**src/rtl/img_streamer_pkg.sv**
```systemverilog
// Shared definitions for the image-pipeline blocks: controller states,
// skid-buffer depth and a ceil-log2 helper for address widths.
package img_streamer_pkg;

    typedef enum logic [1:0] {
        ST_IDLE   = 2'd0,
        ST_STREAM = 2'd1,
        ST_DRAIN  = 2'd2,
        ST_DONE   = 2'd3
    } stream_state_t;

    localparam int SKID_DEPTH = 3;

    // Never returns less than 1 so a 1x1 image still gets a real address port.
    function automatic int CLOG2(input int value);
        int result;
        result = 0;
        for (int i = 0; i < 31; i++) begin
            if ((1 << i) < value) result = i + 1;
        end
        return (result < 1) ? 1 : result;
    endfunction

endpackage

```
**src/rtl/stream_skid_buf.sv**
```systemverilog
// Three-entry in-order buffer between the pixel memory and the output FIFO.
// Accepts a push in the same cycle as a pop even when full.
module stream_skid_buf
    import img_streamer_pkg::*;
#(
    parameter int DWIDTH = 8
) (
    input  logic              clock,
    input  logic              reset,
    input  logic              push,
    input  logic              pop,
    input  logic [DWIDTH-1:0] din,
    output logic [DWIDTH-1:0] dout,
    output logic [1:0]        count
);

    localparam logic [1:0] LAST_SLOT  = 2'(SKID_DEPTH - 1);
    localparam logic [1:0] FULL_COUNT = 2'(SKID_DEPTH);

    logic [DWIDTH-1:0] slots [SKID_DEPTH];
    logic [1:0]        rd_ptr;
    logic [1:0]        wr_ptr;
    logic              do_push;
    logic              do_pop;

    assign do_pop  = pop && (count != 2'd0);
    assign do_push = push && ((count != FULL_COUNT) || do_pop);
    assign dout    = (count != 2'd0) ? slots[rd_ptr] : '0;

    always_ff @(posedge clock) begin
        if (do_push) slots[wr_ptr] <= din;
    end

    always_ff @(posedge clock) begin
        if (!reset) begin
            rd_ptr <= 2'd0;
            wr_ptr <= 2'd0;
            count  <= 2'd0;
        end else begin
            if (do_push) wr_ptr <= (wr_ptr == LAST_SLOT) ? 2'd0 : wr_ptr + 2'd1;
            if (do_pop)  rd_ptr <= (rd_ptr == LAST_SLOT) ? 2'd0 : rd_ptr + 2'd1;
            if (do_push && !do_pop)      count <= count + 2'd1;
            else if (do_pop && !do_push) count <= count - 2'd1;
        end
    end

endmodule

```
**src/rtl/img_streamer.sv**
```systemverilog
// Streams one frame of pixels from a synchronous-read memory into an output
// FIFO in raster order, tolerating arbitrary FIFO back-pressure.
module img_streamer
    import img_streamer_pkg::*;
#(
    parameter  int DWIDTH     = 8,
    parameter  int IMG_WIDTH  = 720,
    parameter  int IMG_HEIGHT = 540,
    localparam int AW         = CLOG2(IMG_WIDTH * IMG_HEIGHT)
) (
    input  logic              clock,
    input  logic              reset,
    input  logic              start,
    output logic              busy,
    output logic              done,
    output logic [15:0]       frame_count,
    output logic              mem_rd_en,
    output logic [AW-1:0]     mem_addr,
    input  logic [DWIDTH-1:0] mem_dout,
    output logic              fifo_out_wr_en,
    output logic [DWIDTH-1:0] fifo_out_din,
    input  logic              fifo_out_full
);

    localparam logic [AW-1:0] LAST_ADDR = AW'(IMG_WIDTH * IMG_HEIGHT - 1);

    stream_state_t     state;
    stream_state_t     state_next;
    logic [AW-1:0]     addr_q;
    logic              inflight_q;
    logic [15:0]       frame_cnt_q;
    logic [1:0]        buf_count;
    logic [DWIDTH-1:0] buf_head;
    logic [2:0]        pending;
    logic              drain_empty;

    stream_skid_buf #(
        .DWIDTH (DWIDTH)
    ) u_skid (
        .clock  (clock),
        .reset  (reset),
        .push   (inflight_q),
        .pop    (fifo_out_wr_en),
        .din    (mem_dout),
        .dout   (buf_head),
        .count  (buf_count)
    );

    // Reads are throttled so buffered plus returning pixels never exceed three.
    assign pending        = {1'b0, buf_count} + {2'b00, inflight_q};
    assign fifo_out_wr_en = (buf_count != 2'd0) && !fifo_out_full;
    assign fifo_out_din   = buf_head;
    assign mem_addr       = addr_q;
    assign frame_count    = frame_cnt_q;

    // Leave DRAIN on the cycle that writes the final pixel so done follows it directly.
    assign drain_empty = !inflight_q &&
                         ((buf_count == 2'd0) || ((buf_count == 2'd1) && fifo_out_wr_en));

    always_comb begin
        state_next = state;
        busy       = 1'b1;
        done       = 1'b0;
        mem_rd_en  = 1'b0;
        case (state)
            ST_IDLE: begin
                busy = 1'b0;
                if (start) state_next = ST_STREAM;
            end
            ST_STREAM: begin
                mem_rd_en = (pending <= 3'd2);
                if (mem_rd_en && (addr_q == LAST_ADDR)) state_next = ST_DRAIN;
            end
            ST_DRAIN: begin
                if (drain_empty) state_next = ST_DONE;
            end
            ST_DONE: begin
                done       = 1'b1;
                state_next = ST_IDLE;
            end
            default: state_next = ST_IDLE;
        endcase
    end

    always_ff @(posedge clock) begin
        if (!reset) begin
            state       <= ST_IDLE;
            addr_q      <= '0;
            inflight_q  <= 1'b0;
            frame_cnt_q <= 16'd0;
        end else begin
            state      <= state_next;
            inflight_q <= mem_rd_en;
            if (mem_rd_en) addr_q <= (addr_q == LAST_ADDR) ? '0 : addr_q + AW'(1);
            if ((state == ST_IDLE) && start) addr_q <= '0;
            if (state == ST_DONE) frame_cnt_q <= frame_cnt_q + 16'd1;
        end
    end

endmodule

```
**config.mk**
```make
export PLATFORM = sky130hd
export DESIGN_NAME = img_streamer
export DESIGN_NICKNAME = d
export VERILOG_FILES = /design/src/rtl/img_streamer_pkg.sv /design/src/rtl/stream_skid_buf.sv /design/src/rtl/img_streamer.sv
export SDC_FILE = /design/constraint.sdc
export NUM_CORES = 1
export LEC_CHECK = 0
export CAP_MARGIN = 20
export CORE_ASPECT_RATIO = 1.75
export CORE_MARGIN = 5
export CORE_UTILIZATION = 24
export DETAILED_ROUTE_END_ITERATION = 12
export GPL_TIMING_DRIVEN = 0
export PLACE_DENSITY_LB_ADDON = 0.05
export SYNTH_ARGS = -nofsm -noshare
export SYNTH_HDL_FRONTEND = slang
export SYNTH_SLANG_ARGS = --single-unit
```
**constraint.sdc**
```tcl
create_clock -name clock -period 2.9 [get_ports clock]
set_input_delay 0.435 -clock clock [delete_from_list [all_inputs] [get_ports clock]]
set_output_delay 0.435 -clock clock [all_outputs]
set_load 0.1 [all_outputs]
```
==> summary.md, run 1 <==
| Metric | Value |
|---|---|
| Outcome | complete, no violations |
| Later-pin clock latency in the skew report | 330 ps |
| CP Data Arrival Time | 2300 ps |
| Setup repair bufs after CTS | 0 |
| Worst path cell trace | inv_1 > ha_1 > inv_1 > clkdlybuf4s50_1 |
| # DRC | 0 |
| First-pass GRT wire length | 14.1 mm |
| Worst Max-Slew Pin Slew | 986 ps |
| Ys Warns | 0 |
| Fillers | 1424 |
| Vias post-DR | 2681 |
| Synth area leaders | dfxtp_1 (28%), edfxtp_1 (22%), ha_1 (5.3%), a21oi_1 (3.5%), and2_1 (3.2%) |
| Site Rows | 57 |
| HP Class | flop to flop |
| Core outline area | 13800 µm² |
| Setup TNS | 0 ps |
| Final hold violations | 0 |
| First-pass DRT Iterations | 4 |
| CP max stage delay | 1130 ps |
| # setup viols final | 0 |
| Peak VDD IR | 0.400 mV |
| GPL Wtd Cong | 0.746 |
| Mapped Avg Cell Area | 10.1 µm² |
| Final Max Tran Viols | 0 |
| CTS Hold Buffers Added | 0 |
| RSZ-0062 raised after global routing | false |
| CTS clock-pin slew for the worst setup and hold paths | 60 ps |
| Ratio of cells with drive above 1 in the final layout | 9.63% |
| Max_slew headroom | 34.0% |
| CP max stage cell | clkdlybuf4s50_1 |
| WP data required | 2470 ps |
| CTS root buf | clkbuf_16 |
| Buf/Inv on CP | 3 |
| IO Count | 59 |
| CTS tree | built |
| Die width | 99.0 µm |
| Register area | 1640 µm² |
| Antenna fix cells | 0 |
| Max FO, Critical Path | 5 |
| Number of synthesized register bits | 70 |
| Final WL | 8.66 mm |
| Fin crit share | 94.4% |
| DIE HEIGHT | 166 µm |
| Final worst setup slack | 163 ps |
| Multi-input combinational cell area | 1580 µm² |
| Leak | 1.51 nW |
| Area leader, netlist | dfxtp_1 |
| Critical path type | flop to primary output |
| Synth unique cells | 41 |
| Post-synth top area share | 27.7% |
| Dpl cell area | 4140 µm² |
| Syn-to-layout area delta | 35.3% |
| Initial antenna violation count | 0 |
| Post-DP HPWL | 6.36 mm |
| CP top delay family | buffers and inverters |
| Cts bufs inserted | 9 |
| F_max | 0.365 GHz |
| CTS max path bufs | 2 |
| Via count of the first global-routing pass | 2718 |
| CP endpoint kind | primary output |
| Sequential-to-total area share from yosys stat | 49.4% |
| Share of the core filled with cells | 32.7% |
| Vias per cell | 4.61 |
| DRT iter0 DRCs | 80 |
| Syn Inst Count | 330 |
| Total GRT Usage | 10.9% |
| Number of max-cap violations | 0 |
| Pwr Density | 837 nW/µm² |
| Async S/R FF share, synth | 0% |
| Most Frequent Cell on Critical Path | inv_1 |
| Critical path startpoint category | flop |
| Routed WL per cell | 14.9 µm |
| Remaining global-route overflow | 0 |
| Die area | 16400 µm² |
| Synth Cell Area | 3320 µm² |
| Input/output buffers | 58 |
| Post-route cell area | 4500 µm² |
| Pin count of the biggest net entering global routing | 14 |
| Net count, final | 426 |
| Clock sinks | 70 |
| Worst Clk Skew | 6.64 ps |
| Syn nets | 356 |
| Routed Antenna Nets | 0 |
| Ys flop type | dfxtp_1 |
| Pre-CTS setup slack | -547 ps |
| Post-synth EDFFs | 24 |
| Initial Utilization | 24.2% |
| Fin crit period | 2740 ps |
| H-tree levels | 3 |
-- metrics by stage --
step                      std cells  power [W]  hold slack, ps
final                           582    0.00377             477
after global routing            582    0.00397             493
after CTS                       582    0.00383             480
after detailed placement        566    0.00260             473
after global placement          565    0.00259             473
after floorplan                 330    0.00224             515
-- synthesized netlist by cell type, types with 6 or more instances --
library cell and instances:
nand3_1 10, xnor2_1 8, dfxtp_1 46, mux2i_1 10
nor2_1 24, ha_1 14, xor2_1 10, or4_1 11
nand2_1 19, a21oi_1 23, clkbuf_1 11, o21ai_0 10
edfxtp_1 24, and2_1 17, inv_1 16, nand4_1 10
o31ai_1 9, or3_1 6
-- flip-flops by register name (all words and copies together), names as in the netlist, named ones only --
name	cells
state	2
u_skid.wr_ptr	2
frame_count	16
mem_addr	19
u_skid.count	2
u_skid.rd_ptr	2
inflight_q	1
u_skid.slots	24
-- cell type report --
type / count / share of cell area, %
Sequential cell: 70 / 36.5
Clock inverter: 7 / 2.17
Multi-Input combinational cell: 231 / 35.2
Inverter: 16 / 1.42
Buffer: 13 / 1.33
Timing Repair Buffer: 59 / 13.5
Tap cell: 177 / 4.92
Clock buffer: 9 / 5.01
-- what timing repair did --
item                       in CTS  in global routing
pin swaps                       0                  0
gates resized for setup        37                  1
setup endpoints to repair      10                  1
-- per-layer routing --
| layer | vias up | wire (µm) | track usage [%] |
|---|---|---|---|
| li1 | 1341 | - | - |
| met1 | 1282 | 3670 | 12.1 |
| met2 | 51 | 4530 | 19.2 |
| met3 | 7 | 334 | 3.45 |
| met4 | 0 | 121 | 3.92 |
| met5 | - | 0 | 0 |
-- placed cells by master (no fill, tap or decap), types with 3 or more instances in the layout --
cell type / n
a21boi_0: 4
a21oi_1: 23
and2_1: 17
and3_1: 5
clkbuf_1: 11
clkbuf_16: 9
clkdlybuf4s15_2: 9
clkdlybuf4s50_1: 48
clkinvlp_4: 3
dfxtp_1: 46
edfxtp_1: 24
ha_1: 14
inv_1: 15
mux2i_1: 10
nand2_1: 19
nand3_1: 10
nand4_1: 10
nor2_1: 23
nor2b_1: 3
nor3_1: 5
nor4_1: 5
o2111ai_1: 5
o211ai_1: 4
o21ai_0: 10
o31ai_1: 9
or3_1: 6
or4_1: 11
xnor2_1: 8
xor2_1: 10
-- worst min-delay path, stage by stage (launching register included) --
cell and delay (ps):
dfxtp_1 320, nand2_1 60, mux2i_1 50
-- worst paths after layout --
check	cells past startpoint	slack [ps]	start	endpoint
worst min register to register	2	480	frame_count[15]$_SDFFE_PN0P_	frame_count[15]$_SDFFE_PN0P_
worst max register to register	8	350	u_skid.count[0]$_SDFFE_PN0P_	mem_addr[15]$_SDFFE_PP0P_
worst max-delay path	4	160	state[1]$_SDFFE_PN0P_	busy
worst min-delay path	2	480	frame_count[15]$_SDFFE_PN0P_	frame_count[15]$_SDFFE_PN0P_
-- cell families after synthesis --
family                   after synthesis  synth area share (%)
AND/OR/NAND/NOR                      127                  21.6
flip-flops                            70                  49.4
AO/OA/AOI/OAI                         61                  12.0
buffers and inverters                 29                  3.61
XOR/XNOR                              18                  4.74
adder cells (fa/ha/maj)               14                  5.27
multiplexers                          11                  3.35
-- power by group --
group | switching (W) | internal, W
clock network | 0.000438 | 0.000756
logic | 0.00103 | 0.000387
registers | 0.0000603 | 0.00109
total | 0.00153 | 0.00224
(Power assumes the default switching activity.)
==> run 2: changes to the inputs <==
Settings changed: CORE_MARGIN 5 to 3.
==> summary.md, run 2 (synthesized netlist as in run 1, its figures left out) <==
| Metric | Value |
|---|---|
| Outcome | complete, no violations |
| CP max stage cell | clkdlybuf4s50_1 |
| GPL Wtd Cong | 0.705 (-5.5%) |
| Syn-to-layout area delta | 35.7% |
| Hold path depth | 2 (unchanged) |
| Total GRT Usage | 12.0% (+1.1 points) |
| Hold Startpoint | frame_count[15]$_SDFFE_PN0P_ |
| Vias post-DR | 2650 (-1.2%) |
| Via count of the first global-routing pass | 2734 (+0.59%) |
| Max FO, Critical Path | 5 (unchanged) |
| Worst path cell trace | inv_1 > ha_1 > inv_1 > clkdlybuf4s50_1 |
| Max_slew headroom | 34.5% (+0.47 points) |
| Worst Hold Path EP | frame_count[15]$_SDFFE_PN0P_ |
| First-pass GRT wire length | 14.2 mm (+0.49%) |
| Share of the core filled with cells | 33.5% (+0.84 points) |
| Remaining global-route overflow | 0 (unchanged) |
| Antenna fix cells | 0 (unchanged) |
| Buf/Inv on CP | 3 (unchanged) |
| IO Count | 59 (unchanged) |
| HP Class | flop to flop |
| R2R Setup Slk | 490 ps (+140 ps) |
| Routed Antenna Nets | 0 (unchanged) |
| Number of flip-flops in the largest register | 24 (unchanged) |
| CP Data Arrival Time | 2320 ps (+20 ps) |
| Worst Max-Slew Pin Slew | 979 ps (-7.09 ps) |
| Setup TNS | 0 ps (unchanged) |
| Commonest non-fill, non-tap cell in the layout | clkdlybuf4s50_1 |
| Ratio of cells with drive above 1 in the final layout | 9.85% (+0.22 points) |
| Routed WL per cell | 14.8 µm (-0.73%) |
| Final Max Tran Viols | 0 (unchanged) |
| Net count, final | 427 (+0.23%) |
| Final WL | 8.56 mm (-1.1%) |
| DRT iter0 DRCs | 42 (-48%) |
| Worst r2r src | u_skid.count[1]$_SDFFE_PN0P_ |
| Fillers | 1410 (-0.98%) |
| # setup viols final | 0 (unchanged) |
| Critical path type | flop to primary output |
| Net Switching | 0.00152 W (-0.85%) |
| CTS tree | built |
| DIE HEIGHT | 162 µm (-2.4%) |
| Sw frac | 39.5% (-1.1 points) |
| Top reg by flops | u_skid.slots |
| Core outline area | 13500 µm² (-2.3%) |
| Critical path startpoint category | flop |
| CTS root buf | clkbuf_16 |
| CP top delay family | buffers and inverters |
| Input/output buffers | 58 (unchanged) |
| Clock power frac | 33.5% (+1.8 points) |
| Site Rows | 56 (-1.8%) |
| Vias per cell | 4.57 (-0.82%) |
| Initial Utilization | 24.7% (+0.56 points) |
| Leak | 1.54 nW (+1.7%) |
| Pin count of the biggest net entering global routing | 14 (unchanged) |
| Die area | 15400 µm² (-6.4%) |
| Combinational power share | 36.4% (-1.3 points) |
| CP endpoint kind | primary output |
| Number of max-cap violations | 0 (unchanged) |
| Fin crit share | 94.8% (+0.45 points) |
| Multi-input combinational cell area | 1580 µm² (-0.47%) |
| Die width | 95.0 µm (-4.0%) |
| Fin crit period | 2750 ps (+12.9 ps) |
| H-tree levels | 3 (unchanged) |
| Post-DP HPWL | 6.39 mm (+0.36%) |
| F_max | 0.364 GHz (-0.47%) |
| Worst r2r dst | u_skid.slots[0][4]$_DFFE_PP_ |
| First-pass DRT Iterations | 4 (unchanged) |
| WP data required | 2470 ps (about the same) |
| Initial antenna violation count | 0 (unchanged) |
| # DRC | 0 (unchanged) |
| Most Frequent Cell on Critical Path | inv_1 |
| CTS max path bufs | 2 (unchanged) |
| Internal power | 0.00232 W (+3.8%) |
| Peak VDD IR | 0.445 mV (+11%) |
| Cts bufs inserted | 9 (unchanged) |
| Clock sinks | 70 (unchanged) |
| Later-pin clock latency in the skew report | 330 ps (about the same) |
| Register area | 1640 µm² (about the same) |
| Worst Clk Skew | 6.72 ps (+0.0777 ps) |
| R2R depth | 7 (-1) |
| CP max stage delay | 1130 ps (about the same) |
| Reg power frac | 30.1% (-0.5 points) |
| RSZ-0062 raised after global routing | false |
| Final hold violations | 0 (unchanged) |
| Most frequent cells in the layout | clkdlybuf4s50_1 (48), dfxtp_1 (45), edfxtp_1 (24) |
| Pwr Density | 851 nW/µm² (+1.7%) |
| CTS clock-pin slew for the worst setup and hold paths | 60 ps (about the same) |
==> run 2: power by group through the flow <==
stage | combinational, W | clock, W | sequential (W)
finish | 0.00140 | 0.00129 | 0.00115
global route | 0.00152 | 0.00135 | 0.00117
CTS | 0.00142 | 0.00132 | 0.00116
detailed placement | 0.00142 | 0 | 0.00118
global placement | 0.00141 | 0 | 0.00118
floorplan | 0.00102 | 0 | 0.00121
==> run 2: routing by layer <==
metal	wire length, µm	part of all wire (%)	global-route usage [%]	vias up
li1	-	-	-	1347
met1	3340	39	12.6	1237
met2	4720	55	22.2	51
met3	329	3.8	2.87	15
met4	172	2.0	5.12	0
met5	0	0	0	-
==> run 2: area by class of cell <==
type                    instances  area share (%)
flip-flops and latches         70            36.4
multi-input cells             231            34.9
repair buffers                 60            13.5
clock buffers                   9            4.99
well taps                     174            4.83
clock inverters                 7            2.66
plain buffers                  13            1.33
inverters                      16            1.33
==> run 2: worst max-delay path by stage <==
| stage | start | end | slack [ps] | cells past startpoint |
|---|---|---|---|---|
| finish | state[1]$_SDFFE_PN0P_ | busy | 150 | 4 |
| global route | flop | fifo_out_din[3] | 3 | 5 |
| CTS | u_skid.count[0]$_SDFFE_PN0P_ | mem_rd_en | 2 | 8 |
| detailed placement | u_skid.count[0]$_SDFFE_PN0P_ | mem_rd_en | -530 | 8 |
| global placement | u_skid.count[0]$_SDFFE_PN0P_ | mem_rd_en | -510 | 8 |
| floorplan | u_skid.count[0]$_SDFFE_PN0P_ | u_skid.count[1]$_SDFFE_PN0P_ | 260 | 9 |
==> run 2: through the flow <==
| stage | instances | instance area, µm² | setup WS, ps | hold WS, ps | total power, W |
|---|---|---|---|---|---|
| after floorplan | 330 | 3330 | 256 | 515 | 0.00224 |
| after global placement | 562 | 4130 | -509 | 470 | 0.00259 |
| after global routing | 580 | 4510 | 3.36 | 510 | 0.00403 |
| final | 580 | 4510 | 150 | 471 | 0.00384 |
| after detailed placement | 563 | 4140 | -530 | 471 | 0.00259 |
| after CTS | 579 | 4500 | 2.21 | 479 | 0.00390 |
==> run 2: timing repair <==
| item | CTS | global route |
|---|---|---|
| setup buffers | 0 | 1 |
| resized for setup | 35 | 1 |
| endpoints found under the setup margin | 10 | 1 |
| hold buffers | 0 | 0 |
==> run 2: worst reg2reg max path: stages, from the launching register on <==
cell,delay [ps]
dfxtp_1,380
inv_1,100
ha_1,210
clkbuf_1,270
o21ai_0,220
nand2_1,170
nor3_1,460
buf_2,300
